--- src/rtl/clkdiv_pkg.sv ---
// Shared constants and types for the programmable clock divider.
package clkdiv_pkg;

  localparam int          CLKDIV_CNT_W       = 28;
  localparam int unsigned CLKDIV_DEFAULT_DIV = 50_000_000;

  typedef logic [CLKDIV_CNT_W-1:0] clkdiv_cnt_t;

endpackage : clkdiv_pkg

--- src/rtl/clkdiv_channel.sv ---
// One divider channel: up-counter, active/pending terminal counts,
// registered square wave and toggle tick.
// Optional macro CLKDIV_SYNC_START_EN adds the sync_start input.
module clkdiv_channel
  import clkdiv_pkg::*;
#(
  parameter int          CNT_W       = CLKDIV_CNT_W,
  parameter int unsigned DEFAULT_DIV = CLKDIV_DEFAULT_DIV
) (
  input  logic             clk,
  input  logic             rst,
`ifdef CLKDIV_SYNC_START_EN
  input  logic             sync_start,
`endif
  input  logic             en,
  input  logic             load,
  input  logic [CNT_W-1:0] div_val,
  output logic             clk_out,
  output logic             tick
);

  logic [CNT_W-1:0] counter;
  logic [CNT_W-1:0] active_div;
  logic [CNT_W-1:0] pending;
  logic             pending_valid;
  logic             terminal;

  // Terminal count reached in the current half period.
  always_comb begin
    terminal = (counter == active_div);
  end

  // Counter, ratio registers and outputs; ratio changes only at half-period
  // boundaries while running, immediately while stopped.
  always_ff @(posedge clk) begin
    if (rst) begin
      counter       <= '0;
      clk_out       <= 1'b0;
      tick          <= 1'b0;
      active_div    <= CNT_W'(DEFAULT_DIV);
      pending       <= '0;
      pending_valid <= 1'b0;
    end
`ifdef CLKDIV_SYNC_START_EN
    else if (sync_start) begin
      // Realign phase: restart from zero with the newest requested ratio.
      counter       <= '0;
      clk_out       <= 1'b0;
      tick          <= 1'b0;
      pending_valid <= 1'b0;
      if (load) begin
        active_div <= div_val;
      end else if (pending_valid) begin
        active_div <= pending;
      end
    end
`endif
    else if (en) begin
      if (terminal) begin
        counter <= '0;
        clk_out <= ~clk_out;
        tick    <= 1'b1;
        // A load coinciding with the boundary bypasses the pending register.
        if (load) begin
          active_div    <= div_val;
          pending_valid <= 1'b0;
        end else if (pending_valid) begin
          active_div    <= pending;
          pending_valid <= 1'b0;
        end
      end else begin
        counter <= counter + CNT_W'(1);
        tick    <= 1'b0;
        if (load) begin
          pending       <= div_val;
          pending_valid <= 1'b1;
        end
      end
    end else begin
      tick <= 1'b0;
      // Stopped channel: take the new ratio now so a restart is not stale.
      if (load) begin
        active_div    <= div_val;
        counter       <= '0;
        pending_valid <= 1'b0;
      end
    end
  end

endmodule : clkdiv_channel

--- src/rtl/prog_clock_divider.sv ---
// Multi-channel programmable clock divider top: unpacks per-channel divide
// values and fans out clk/rst (and sync_start) to NUM_CH channels.
// Optional macro CLKDIV_SYNC_START_EN adds the sync_start port.
module prog_clock_divider
  import clkdiv_pkg::*;
#(
  parameter int          NUM_CH      = 2,
  parameter int          CNT_W       = CLKDIV_CNT_W,
  parameter int unsigned DEFAULT_DIV = CLKDIV_DEFAULT_DIV
) (
  input  logic                    clk,
  input  logic                    rst,
`ifdef CLKDIV_SYNC_START_EN
  input  logic                    sync_start,
`endif
  input  logic [NUM_CH-1:0]       en,
  input  logic [NUM_CH-1:0]       load,
  input  logic [NUM_CH*CNT_W-1:0] div_val,
  output logic [NUM_CH-1:0]       clk_out,
  output logic [NUM_CH-1:0]       tick
);

  for (genvar ch = 0; ch < NUM_CH; ch++) begin : g_ch
    clkdiv_channel #(
      .CNT_W      (CNT_W),
      .DEFAULT_DIV(DEFAULT_DIV)
    ) u_channel (
      .clk       (clk),
      .rst       (rst),
`ifdef CLKDIV_SYNC_START_EN
      .sync_start(sync_start),
`endif
      .en        (en[ch]),
      .load      (load[ch]),
      .div_val   (div_val[ch*CNT_W +: CNT_W]),
      .clk_out   (clk_out[ch]),
      .tick      (tick[ch])
    );
  end

endmodule : prog_clock_divider
--- config.mk ---
export PLATFORM = sky130hd
export DESIGN_NAME = prog_clock_divider
export DESIGN_NICKNAME = d
export VERILOG_FILES = /design/src/rtl/clkdiv_pkg.sv /design/src/rtl/clkdiv_channel.sv /design/src/rtl/prog_clock_divider.sv
export SDC_FILE = /design/constraint.sdc
export NUM_CORES = 1
export LEC_CHECK = 0
export ABC_CLOCK_PERIOD_IN_PS = 2400
export CORE_ASPECT_RATIO = 1.75
export CORE_MARGIN = 2
export CORE_UTILIZATION = 45
export DETAILED_ROUTE_END_ITERATION = 7
export GPL_TIMING_DRIVEN = 1
export PLACE_DENSITY = 0.61
export SYNTH_ARGS = -nofsm -noshare
export SYNTH_HDL_FRONTEND = slang
export SYNTH_HIERARCHICAL = 1
export SYNTH_SLANG_ARGS = --single-unit
--- constraint.sdc ---
create_clock -name clk -period 2.4 [get_ports clk]
set_input_delay 0.48 -clock clk [delete_from_list [all_inputs] [get_ports clk]]
set_output_delay 0.48 -clock clk [all_outputs]
set_load 0.01 [all_outputs]
### After elaboration in Yosys (flattened, before gate mapping)

Cells that the tools add are included.

| cells by class | value |
|---|---|
| eq/ne operators | 6 |
| bitwise logic cells | 6 |
| multiplexer cells | 26 |
| add/sub/neg operators | 2 |
| reduce and logical (&&, ||, !) cells | 14 |

Operator list:

| kind | number |
|---|---|
| 28-bit two-way mux | 16 |
| 28-bit by 1-bit adder with 28-bit output, second input constant | 2 |
| 28-bit == test | 2 |
| 3-bit AND reduction | 4 |
| 1-bit two-way mux | 10 |
| 2-bit AND reduction | 4 |
| 2-bit nonzero test | 4 |
| 3-bit by 2-bit inequality test with 1-bit output, second input constant | 2 |
| 1-bit inverter | 6 |
| 2-bit by 1-bit inequality test with 1-bit output, second input constant | 2 |
| 2-bit OR reduction | 2 |

| word-level totals | value |
|---|---|
| input bits | 62 |
| output and inout bits | 4 |
| bits in registers | 174 |

### Logic depth before layout (Yosys ltp)

| depth | value |
|---|---|
| depth in word-level cells | 4 |
| gate-level depth with buffers | 9 |
| mapped depth without buffers | 7 |

### Cells and area by module

Netlist, hierarchy kept.

Modules (own cells, without submodules):

| module | cells each | sequential area each (µm²) | area an instance (µm²) | instances |
|---|---|---|---|---|
| clkdiv_channel | 464 | 1741.7 | 4321.6 | 2 |

### Least setup slack after synthesis

OpenSTA, ideal clock, no wires.

| path | value |
|---|---|
| path type | input -> register |
| from | input port en[0] |
| to | register g_ch[0].u_channel.active_div[17] |
| setup time | 0.122 ns |
| stages on the path | 7 |
| data arrival time | 1.706 ns |
| setup slack | 0.572 ns |
| path buffers | 3 |
| cells stage by stage | clkbuf_1 -> nand2b_1 -> buf_2 -> buf_2 -> mux2_2 -> nor2_1 -> a21oi_2 |

| on the way | value |
|---|---|
| cells in the longest elaborated chain, start to end | 2 |
| elaborated cells between the ends (all ways) | 4 |
| classes of those cells | 1 x eq/ne; 1 x mux; 2 x reduce/logical |

Ends and longest elaborated chain:

| what | line | text |
|---|---|---|
| from (decl) | prog_clock_divider.sv:16 | `input logic [NUM_CH-1:0] en,` |
| 2-bit by 1-bit inequality test with 1-bit output (no line) or 2-bit nonzero test (tied branches) | n/a |  |
| 3-bit AND reduction (no line) | n/a |  |
| to (signal assigned) | clkdiv_channel.sv:40 | `active_div <= CNT_W'(DEFAULT_DIV);` |
| to (signal assigned) | clkdiv_channel.sv:65 | `active_div <= div_val;` |
| to (signal assigned) | clkdiv_channel.sv:68 | `active_div <= pending;` |
| to (decl) | clkdiv_channel.sv:23 | `logic [CNT_W-1:0] active_div;` |

Several ways; a longest one is shown, not always the timed one.
A chain may end at the register's enable or synchronous reset.

### Final worst setup path

| path | value |
|---|---|
| from | register g_ch[0].u_channel.counter[25] |
| to | register g_ch[0].u_channel.active_div[11] |

| on the way | value |
|---|---|
| cells in the longest elaborated chain, start to end | 3 |
| elaborated cells between the ends (all ways) | 4 |
| classes of those cells | 3 x eq/ne; 1 x reduce/logical |

Ends and longest elaborated chain:

| what | line | text |
|---|---|---|
| from (decl) | clkdiv_channel.sv:22 | `logic [CNT_W-1:0] counter;` |
| from (signal assigned) | clkdiv_channel.sv:72 | `counter <= counter + CNT_W'(1);` |
| 28-bit == test * | clkdiv_channel.sv:30 | `terminal = (counter == active_div);` |
| 3-bit by 2-bit inequality test with 1-bit output (no line) or 2-bit by 1-bit inequality test with 1-bit output (tied branches) | n/a |  |
| 3-bit AND reduction (no line) * | n/a |  |

Every way passes the cells marked *; elsewhere a longest branch is shown, timed or not.

==> flow_summary.json <==
{
  "outcome": "finished, final reports clean",
  "wire_per_inst_um": 16.51,
  "postRouteAntennaNets": 0,
  "cts_repair_resize_count": 0,
  "die-width_um": 108.8,
  "clk_root_buffer_cell": "sky130_fd_sc_hd__clkbuf_16",
  "track_usage_pct": 21.00,
  "finalHoldViolCount": 0,
  "area_growth_pct": 18.79,
  "grt_util_met1_pct": 21.12,
  "synth.ff_latch_count": 174,
  "worstSetupStartpointType": "flip-flop",
  "synth_warnings": 6,
  "utilization_pct": 53.95,
  "grt_busiest_layer": "met2",
  "most_frequent_cells_in_the_layout": "sky130_fd_sc_hd__dfxtp_1, sky130_fd_sc_hd__nor2_1, sky130_fd_sc_hd__mux2i_1",
  "layout.cells.most_common": "sky130_fd_sc_hd__dfxtp_1",
  "grt_antenna_before_repair": 0,
  "placement.io_buffers": 65,
  "detailed_router_s_first_iteration_violation_count": 291,
  "globalRouteMet2Util_pct": 40.38,
  "number_of_global_route_vias_before_repair": 6419,
  "htreeDepth": 4,
  "p_leak_nw": 3.933,
  "grt-ovfl-total": 0,
  "ys_types": 48,
  "sum_of_routed_wire_length_over_all_layers_um": 20550,
  "design.die.area_um2": 20380,
  "critical_path.endpoint_type": "flip-flop",
  "maxSlewHeadroom_pct": 60.15,
  "power_total_mw": 6.543,
  "initial_cell_density_of_the_core_pct": 45.42,
  "maximum_achievable_frequency_ghz": 0.4420,
  "half_perimeter_wire_length_after_placement_um": 15130,
  "hold_class": "flip-flop to flip-flop",
  "synth_cells": 928,
  "cts_made_buffers": 17,
  "drt_pre_antenna_iters": 6,
  "synth-main-ff-cell": "sky130_fd_sc_hd__dfxtp_1",
  "met3_usage_pct": 3.554,
  "clock_net_sink_count": 174,
  "grt_max_degree": 67,
  "final_cell_area_um2": 10270,
  "timing.critical_path.arrival_ps": 2610,
  "routabilityCongestion": 0.8956,
  "design.core.area_um2": 19030,
  "finalWorstPathRequiredPeriod_ps": 2262,
  "final_layout_size_suffix_gt1_share_pct": 15.24,
  "power_density_nw_per_um2": 637.3,
  "worst-setup-path-type": "flip-flop to flip-flop",
  "report.final.setup_viol": 0,
  "min_delay_path_depth": 1,
  "setup-tns-final_ps": 0,
  "synth-edff-count": 0,
  "cp.required_ps": 2740,
  "period_share_pct": 94.27,
  "netlist_area_um2": 8643,
  "die_h_um": 187.3,
  "io-pin-count": 66,
  "fillers": 1762,
  "slew_violations": 0,
  "ir_worst_vdd_uv": 497.7,
  "maxcap_violations": 0,
  "syn-mean-instance-area_um2": 9.314,
  "floorplan.rows": 67,
  "clk_path_buf_depth": 2,
  "skew_ps": 11.05,
  "cts_post_setup_buffers_inserted": 0,
  "worst_pin_slew_ps": 596.4,
  "antenna_cells": 0,
  "layout.nets": 1055,
  "vias_per_cell": 5.395,
  "mappedNetlistNets": 992,
  "asyncSetResetFlopFracSynth_pct": 0,
  "routed-via-count": 6717,
  "ff_latch_area_um2": 3483,
  "cts_tree": "done",
  "cts_hold_buf": 0,
  "worst_skew_pair.late_latency_ps": 440,
  "worst-path-max-fanout": 36,
  "global_route_wire_length_before_repair_um": 32700,
  "fin_worst_hold_slack_ps": 470.7,
  "detail_route.drc_violations": 0,
  "clock_transition_at_the_registers_of_the_reported_paths_ps": 70,
  "multiInputGateArea_um2": 4762,
  "r2r_cells": 7,
  "postPlaceCellArea_um2": 9681,
  "grt_setup_unrepaired": "false",
  "sequential_fraction_of_the_synthesis_area_pct": 40.30
}
-- synthesized netlist by cell type (10+ instances only) --
cell type                    n  area (µm²)
sky130_fd_sc_hd__buf_6      16       180.2
sky130_fd_sc_hd__nand2_1    58       217.7
sky130_fd_sc_hd__inv_1      12       45.04
sky130_fd_sc_hd__and2_1     10       62.56
sky130_fd_sc_hd__clkbuf_1   18       67.56
sky130_fd_sc_hd__a21o_1     10       75.07
sky130_fd_sc_hd__xor2_1     14       122.6
sky130_fd_sc_hd__nand3_1    38       190.2
sky130_fd_sc_hd__nand4_1    18       112.6
sky130_fd_sc_hd__nor2_1    148       555.5
sky130_fd_sc_hd__xnor2_1    52       455.4
sky130_fd_sc_hd__a211oi_1   28       210.2
sky130_fd_sc_hd__mux2i_1    96       960.9
sky130_fd_sc_hd__o21ai_0    12       60.06
sky130_fd_sc_hd__a21oi_1    16       80.08
sky130_fd_sc_hd__and3_1     12       75.07
sky130_fd_sc_hd__nor3_1     28       140.1
sky130_fd_sc_hd__buf_2      12       60.06
sky130_fd_sc_hd__dfxtp_1   174        3483
sky130_fd_sc_hd__a21oi_2    24       210.2
sky130_fd_sc_hd__mux2_2     26       292.8
-- report_power, final --
part           switching (mW)  internal [mW]
Combinational           0.349          0.366
Sequential             0.0865           3.00
Clock                    1.27           1.47
Total                    1.71           4.84
-- critical path, cell delays in order (launching register included) --
cell and delay, ps:
sky130_fd_sc_hd__dfxtp_1 360, sky130_fd_sc_hd__xnor2_1 330, sky130_fd_sc_hd__nand4_1 210, sky130_fd_sc_hd__nor4_4 450, sky130_fd_sc_hd__a41o_2 330, sky130_fd_sc_hd__buf_12 200, sky130_fd_sc_hd__nor2_1 60, sky130_fd_sc_hd__a211oi_1 220
-- metal layers --
layer,vias to the layer above,share of wire [%]
li1,3403,-
met1,3175,38
met2,104,56
met3,35,2.3
met4,0,3.4
met5,-,0
-- cell type report --
type	count	area share (%)
multi-input cells	684	46.38
clock inverters	14	1.535
clock buffers	18	4.180
well taps	241	2.937
repair buffers	102	10.60
inverters	12	0.4387
flip-flops and latches	174	33.93
-- flip-flops by register name, summed over array words and instances, names as in the netlist --
signal                        cells
g_ch.u_channel/pending           56
g_ch.u_channel/pending_valid      2
g_ch.u_channel/counter           56
g_ch.u_channel/tick               2
g_ch.u_channel/active_div        56
g_ch.u_channel/clk_out            2
-- path summary, 6_finish.rpt --
check                                  startpoint  slack, ps                               end
setup / recovery    g_ch[0].u_channel/counter[25]        140  g_ch[0].u_channel/active_div[11]
hold / removal    g_ch[1].u_channel/pending_valid        470   g_ch[1].u_channel/pending_valid
setup reg to reg    g_ch[0].u_channel/counter[25]        140  g_ch[0].u_channel/active_div[11]
hold reg to reg   g_ch[1].u_channel/pending_valid        470   g_ch[1].u_channel/pending_valid
-- cell families (layout without fill, tap and decap cells) --
family / Yosys count / in the layout / share of synthesized area (%)
adders and majority gates: 2 / 2 / 0.2895
muxes: 122 / 122 / 14.50
xor gates and xnor gates: 66 / 66 / 6.688
AOI/OAI and AO/OA: 144 / 144 / 12.94
and+or+nand+nor: 350 / 350 / 20.27
buffers and inverters: 70 / 146 / 5.009
DFF: 174 / 174 / 40.30
-- per-stage QoR --
stage / setup WS, ps / cells
2_1_floorplan: 571.7 / 928
3_3_place_gp: 183.1 / 1213
3_5_place_dp: 145.3 / 1213
4_1_cts: 184.3 / 1245
5_1_grt: 34.58 / 1245
6_report: 137.5 / 1245
No activity file was read; power rests on OpenSTA's default activity.
